File: src/rtl/booth_radix4_seq_ctrl.sv
// Radix-4 Booth multiplier sequencer driving an external 3-bit recoder.
// Optional macro BOOTH_RECODE_CHECK_EN adds the recode_err output.
module booth_radix4_seq_ctrl #(
    parameter int WIDTH = 8
) (
    input  logic                 clk,
    input  logic                 rst,
    input  logic                 start,
    output logic                 ready,
    input  logic [WIDTH-1:0]     multiplicand,
    input  logic [WIDTH-1:0]     multiplier,
    output logic [2:0]           mul_triplet,
    input  logic [2:0]           recoded_data,
    output logic [2*WIDTH-1:0]   product,
    output logic                 done
`ifdef BOOTH_RECODE_CHECK_EN
    ,
    output logic                 recode_err
`endif
);

    localparam int N  = WIDTH / 2;
    localparam int CW = (N > 1) ? $clog2(N) : 1;
    localparam int AW = 2 * WIDTH + 2;

    typedef enum logic [1:0] {
        S_IDLE,
        S_RUN,
        S_DONE
    } state_t;

    state_t                r_state;
    logic [WIDTH-1:0]      r_a;
    logic [WIDTH-1:0]      r_b;
    logic signed [AW-1:0]  r_acc;
    logic [CW-1:0]         r_count;
    logic                  r_ready;
    logic                  r_done;
    logic [2*WIDTH-1:0]    r_product;

    logic [WIDTH:0]        w_bext;
    logic [CW:0]           w_shamt;
    logic [2:0]            w_trip;
    logic signed [AW-1:0]  w_a_ext;
    logic signed [AW-1:0]  w_pp;
    logic signed [AW-1:0]  w_pp_sh;
    logic signed [AW-1:0]  w_acc_nxt;

    // Multiplier with implicit B[-1]=0 appended; triplet i starts at bit 2i.
    assign w_bext  = {r_b, 1'b0};
    assign w_shamt = {r_count, 1'b0};
    assign w_trip  = w_bext[w_shamt +: 3];
    assign w_a_ext = {{(AW-WIDTH){r_a[WIDTH-1]}}, r_a};

    // Decode the recoder digit into a partial product; unknown codes add zero.
    always_comb begin
        w_pp = '0;
        case (recoded_data)
            3'b001:  w_pp = w_a_ext;
            3'b010:  w_pp = w_a_ext <<< 1;
            3'b101:  w_pp = -w_a_ext;
            3'b110:  w_pp = -(w_a_ext <<< 1);
            default: w_pp = '0;
        endcase
    end

    assign w_pp_sh   = w_pp <<< w_shamt;
    assign w_acc_nxt = r_acc + w_pp_sh;

`ifdef BOOTH_RECODE_CHECK_EN
    logic r_err;
    logic w_illegal;

    // Flag any code outside the five legal digits, including X.
    always_comb begin
        w_illegal = 1'b1;
        case (recoded_data)
            3'b000, 3'b001, 3'b010,
            3'b101, 3'b110: w_illegal = 1'b0;
            default:        w_illegal = 1'b1;
        endcase
    end

    // Sticky error for the operation in flight, cleared on accept.
    always_ff @(posedge clk) begin
        if (rst) begin
            r_err <= 1'b0;
        end else if (r_state == S_IDLE && start) begin
            r_err <= 1'b0;
        end else if (r_state == S_RUN && w_illegal) begin
            r_err <= 1'b1;
        end
    end

    assign recode_err = r_err;
`endif

    // Control FSM: accept, iterate N digits, pulse done, return to idle.
    always_ff @(posedge clk) begin
        if (rst) begin
            r_state   <= S_IDLE;
            r_a       <= '0;
            r_b       <= '0;
            r_acc     <= '0;
            r_count   <= '0;
            r_ready   <= 1'b1;
            r_done    <= 1'b0;
            r_product <= '0;
        end else begin
            case (r_state)
                S_IDLE: begin
                    r_done <= 1'b0;
                    if (start) begin
                        r_a     <= multiplicand;
                        r_b     <= multiplier;
                        r_acc   <= '0;
                        r_count <= '0;
                        r_ready <= 1'b0;
                        r_state <= S_RUN;
                    end
                end
                S_RUN: begin
                    r_acc <= w_acc_nxt;
                    if (r_count == CW'(N - 1)) begin
                        r_count   <= '0;
                        r_product <= w_acc_nxt[2*WIDTH-1:0];
                        r_done    <= 1'b1;
                        r_state   <= S_DONE;
                    end else begin
                        r_count <= r_count + 1'b1;
                    end
                end
                S_DONE: begin
                    r_done  <= 1'b0;
                    r_ready <= 1'b1;
                    r_state <= S_IDLE;
                end
                default: begin
                    r_done  <= 1'b0;
                    r_ready <= 1'b1;
                    r_state <= S_IDLE;
                end
            endcase
        end
    end

    assign ready       = r_ready;
    assign done        = r_done;
    assign product     = r_product;
    assign mul_triplet = (r_state == S_RUN) ? w_trip : 3'b000;

endmodule

File: config.mk
export PLATFORM = sky130hd
export DESIGN_NAME = booth_radix4_seq_ctrl
export DESIGN_NICKNAME = d
export VERILOG_FILES = /design/src/rtl/booth_radix4_seq_ctrl.sv
export SDC_FILE = /design/constraint.sdc
export NUM_CORES = 1
export LEC_CHECK = 0
export ABC_AREA = 1
export CORE_MARGIN = 2
export CORE_UTILIZATION = 56
export DETAILED_ROUTE_END_ITERATION = 12
export PLACE_DENSITY = 0.8
export SLEW_MARGIN = 5
export SYNTH_ARGS = -nofsm -noshare
export SYNTH_HDL_FRONTEND = slang
export SYNTH_SLANG_ARGS = --single-unit
File: constraint.sdc
create_clock -name clk -period 4 [get_ports clk]
set_input_delay 0.8 -clock clk [delete_from_list [all_inputs] [get_ports clk]]
set_output_delay 0.8 -clock clk [all_outputs]
set_load 0.03 [all_outputs]
==> impl.org, run 1 <==
** Route
- Number of iterations in the first detailed-routing pass :: 5
- Average wire length per cell after detail routing :: 13.7 µm
- DRC Markers :: 0
- Final routed wirelength across all metal layers :: 9110 µm
- In this run the remaining antenna-violating nets after routing total 0.
- Routed via count :: 3,620
- In this run, the number of DRC markers left after iteration 0 of detailed routing was 241.
- In the routed layout, each cell is associated on average with a via count of 5.44.

** Floorplanning
- The initial utilization of the core area, before any placement, comes to 0.571.
- Core Region :: 6280 µm²
- Height of the die :: 84.0 µm
- Number of core rows :: 29
- The die covers 7060 µm².
- Die extent in x :: 84.0 µm
- I/O pin total :: 43

** Timing
- Layout Skew :: 13.8 ps
- Maximum frequency from static timing analysis :: 0.271 GHz
- Summed negative setup slack over all endpoints :: 0 ps
- For the pin with the worst max-slew slack, the measured transition is 959 ps.
- Portion of the clock cycle consumed by the worst path in the final layout :: 0.921
- Max Slew Vio Count :: 0
- Endpoints failing setup :: 0
- Final period demand of the worst path :: 3680 ps
- The tightest hold path in the finished design has a slack of 472 ps.
- Setup WS post-layout :: 316 ps
- The number of failing hold endpoints at the final stage was 0.
- The worst pin sits at a relative slew slack of 0.360.

** Finish
- Fill cells in the final layout number 551.
- The area growth from synthesis to layout is 22.4%.
- In the final layout, the share of cells above drive strength 1 is 0.139.
- The multi-input combinational cells in the finished layout cover a total of 2200 µm².
- In the final layout, flip-flops and latches occupy 1080 µm².
- Number of nets at the end of the flow :: 633
- Number of standard cells in the final layout excluding fillers :: 666
- Diodes inserted :: 0

** GRT
- Largest net degree at the start of global routing :: 37
- The first global-routing pass estimated 15,500 µm of wire.
- Number of antenna violations at the first check in global routing :: 0
- The total overflow left after global routing is 0.
- In the global route stage, overall resource usage came out at 0.265.
- Via count of the first global-routing pass :: 3,463

** Clocking
- In this run the clock root is driven by a sky130_fd_sc_hd__clkbuf_8.
- Hold-fix buffers, CTS :: 0
- The number of setup buffers added after CTS is 0.
- For this design, the sink count on the clock tree is 54.
- Buffers inserted during clock tree synthesis total 5.
- CTS-repair resized insts :: 0
- No sink is reached through more buffers than the 2 on the longest clock path.
- Clock-pin slew on the worst setup and hold paths :: 100 ps
- CTS H-tree depth :: 2
- For the worst-skew pair, the clock arrives at the later sink with an insertion delay of 310 ps.
- TritonCTS built the clock tree.

** Critical path
- At the worst endpoint, the arrival time is 3910 ps.
- Kind of end point of the critical path :: flop
- Along the worst path, the maximum fanout reaches 4.
- Data on the critical path is required at its endpoint by 4230 ps.
- CP Launch Type :: primary input
- The critical path in this run is classified as primary input to flop.

** Power
- The worst-case IR drop observed on VDD is 0.266 mV.
- For this design the ratio of total power to cell area is 289 nW/µm².
- Reported leakage power :: 2.11 nW
- Total power of the final layout :: 1.27 mW

** Synthesis
- In this run the cell area of the synthesized design comes to 3580 µm².
- Of the total synthesized cell area, the portion taken by XOR and XNOR cells is 0.0339.
- The most used flip-flop cell after synthesis is sky130_fd_sc_hd__dfxtp_1.
- Of the total synthesized cell area, the portion taken by full adders, half adders and majority gates is 0.0824.
- Synthesized-area fraction occupied by and/or/nand/nor cells :: 0.268
- Dominant combinational cell family by area after synthesis :: simple AND/OR/NAND/NOR gates
- The portion of synthesized area spent on multiplexers is 0.
- Synthesis inferred 54 register bits.
- By instance count, the leading cell after synthesis is sky130_fd_sc_hd__nand2_1.
- Most area-hungry cell type in the Yosys netlist :: sky130_fd_sc_hd__dfxtp_1
- In the synthesized netlist the async set-or-reset flop fraction comes to 0.
- Sequential-to-total area share from yosys stat :: 0.302
- Area fraction in compound gates after synthesis :: 0.222
- Counting flops with a built-in enable in the synthesized netlist gives 0.
- The number of nets in the synthesized netlist is 572.
- During synthesis, Yosys emitted a total of 0 warnings.
- After technology mapping, the gate count stands at 527.
- A synthesized cell averages 6.80 µm².
- Of the post-synthesis cell area, the dominant cell type holds 0.302.
- Most used standard cells in the synthesized netlist :: sky130_fd_sc_hd__nand2_1, sky130_fd_sc_hd__inv_1, sky130_fd_sc_hd__nor2_1
- The synthesized netlist contains 41 unique library cells.
- Ranked by total cell area, the synthesized netlist is headed by sky130_fd_sc_hd__dfxtp_1, sky130_fd_sc_hd__nand2_1, sky130_fd_sc_hd__ha_1.

** Job
- Max cap viols :: 0

** Placed design
- Once detailed placement completed, the half-perimeter wirelength came to 6980 µm.
- The congestion estimate from routability-driven global placement came to 0.921.
- Before CTS, the worst setup slack after placement is -61.7 ps.
- Placed cell count :: 658
- Input and output buffers added on the ports amount to 42.

** Outcome
- Run status :: finished clean

** Worst hold path
- The worst hold path belongs to the class flop to flop.
## power by group
group | leakage, nW | switching, mW | internal, mW | total (mW)
combinational | 1.61 | 0.211 | 0.135 | 0.346
sequential | 0.440 | 0.0188 | 0.561 | 0.580
clock | 0.0544 | 0.184 | 0.159 | 0.344
total | 2.11 | 0.414 | 0.854 | 1.27
## critical path, stage by stage
cell and delay [ps]:
sky130_fd_sc_hd__clkdlybuf4s50_1 490, sky130_fd_sc_hd__inv_1 50, sky130_fd_sc_hd__ha_1 200, sky130_fd_sc_hd__inv_1 120
sky130_fd_sc_hd__nor2_4 60, sky130_fd_sc_hd__o21ai_4 210, sky130_fd_sc_hd__nand2_1 90, sky130_fd_sc_hd__o21ai_1 130
sky130_fd_sc_hd__inv_1 70, sky130_fd_sc_hd__nand2_1 60, sky130_fd_sc_hd__o21ai_1 90, sky130_fd_sc_hd__o21ai_1 140
sky130_fd_sc_hd__inv_1 80, sky130_fd_sc_hd__ha_1 300, sky130_fd_sc_hd__nand2_1 100, sky130_fd_sc_hd__nor3_1 190
sky130_fd_sc_hd__inv_1 100, sky130_fd_sc_hd__o211ai_1 230, sky130_fd_sc_hd__a21o_1 120, sky130_fd_sc_hd__nand3_1 80
sky130_fd_sc_hd__nand2_1 70, sky130_fd_sc_hd__nand2_1 50, sky130_fd_sc_hd__nand2_1 60, sky130_fd_sc_hd__inv_1 30
## cell type report
class	instances	area share
clock buffer	7	0.0220
clock inverter	1	0.00200
inverter	69	0.0593
multi-input combinational	386	0.501
sequential	54	0.246
tap	77	0.0220
timing repair buffer	72	0.147
## layout by cell type (no fill, tap or decap), types with 6 or more instances in the layout
cell type                         count
sky130_fd_sc_hd__xor2_1               7
sky130_fd_sc_hd__dfxtp_1             54
sky130_fd_sc_hd__nand2_2              7
sky130_fd_sc_hd__a21oi_1             35
sky130_fd_sc_hd__nor3_1               6
sky130_fd_sc_hd__nand3_1             25
sky130_fd_sc_hd__inv_1               57
sky130_fd_sc_hd__clkbuf_8             7
sky130_fd_sc_hd__inv_2               10
sky130_fd_sc_hd__buf_4               30
sky130_fd_sc_hd__clkdlybuf4s50_1     42
sky130_fd_sc_hd__nand3_2              6
sky130_fd_sc_hd__o21ai_0             37
sky130_fd_sc_hd__o21ai_1             25
sky130_fd_sc_hd__o21bai_1             9
sky130_fd_sc_hd__ha_1                22
sky130_fd_sc_hd__nand2_1             97
sky130_fd_sc_hd__nor2_1              57
## flip-flops by register name (all words and copies together), names as in the netlist
register,flops
product,16
r_acc,16
r_a,8
r_b,8
r_count,2
r_state,2
done,1
ready,1
## through the flow
step / utilization / instance area, µm²
after global placement: 0.678 / 4260
after CTS: 0.695 / 4360
after floorplan: - / 3580
final: 0.699 / 4390
after detailed placement: 0.678 / 4260
after global routing: 0.699 / 4390
## per-layer routing
layer	global-route usage	vias up	wire [µm]
met5	0	-	0
met4	0.0660	0	108
met3	0.0386	10	359
met2	0.433	100	4140
met1	0.368	1659	4500
li1	-	1851	-
## kinds of logic after synthesis
group / Yosys count
buffers and inverters: 87
flip-flops: 54
XOR/XNOR: 13
AND/OR/NAND/NOR: 213
adder cells (fa/ha/maj): 23
AO/OA/AOI/OAI: 137
## final timing paths
kind | end | slack (ps) | cells after the start | startpoint
setup / recovery | product[15]$_SDFFE_PP0P_ | 320 | 24 | recoded_data[1]
hold / removal | r_acc[2]$_SDFFE_PP0P_ | 470 | 2 | r_acc[2]$_SDFFE_PP0P_
setup reg to reg | r_acc[13]$_SDFFE_PP0P_ | 780 | 22 | r_a[0]$_SDFFE_PP0P_
hold reg to reg | r_acc[2]$_SDFFE_PP0P_ | 470 | 2 | r_acc[2]$_SDFFE_PP0P_
(Power assumes the default switching activity.)
==> run 2: changes to the inputs <==
--- a/config.mk
+++ b/config.mk
@@ -9,6 +9,7 @@
 export CORE_MARGIN = 2
 export CORE_UTILIZATION = 56
 export DETAILED_ROUTE_END_ITERATION = 12
+export GPL_TIMING_DRIVEN = 1
 export PLACE_DENSITY = 0.8
 export SLEW_MARGIN = 5
 export SYNTH_ARGS = -nofsm -noshare
==> results of run 2 <==
The final DEF is identical to that of run 1; final timing and power are the same.
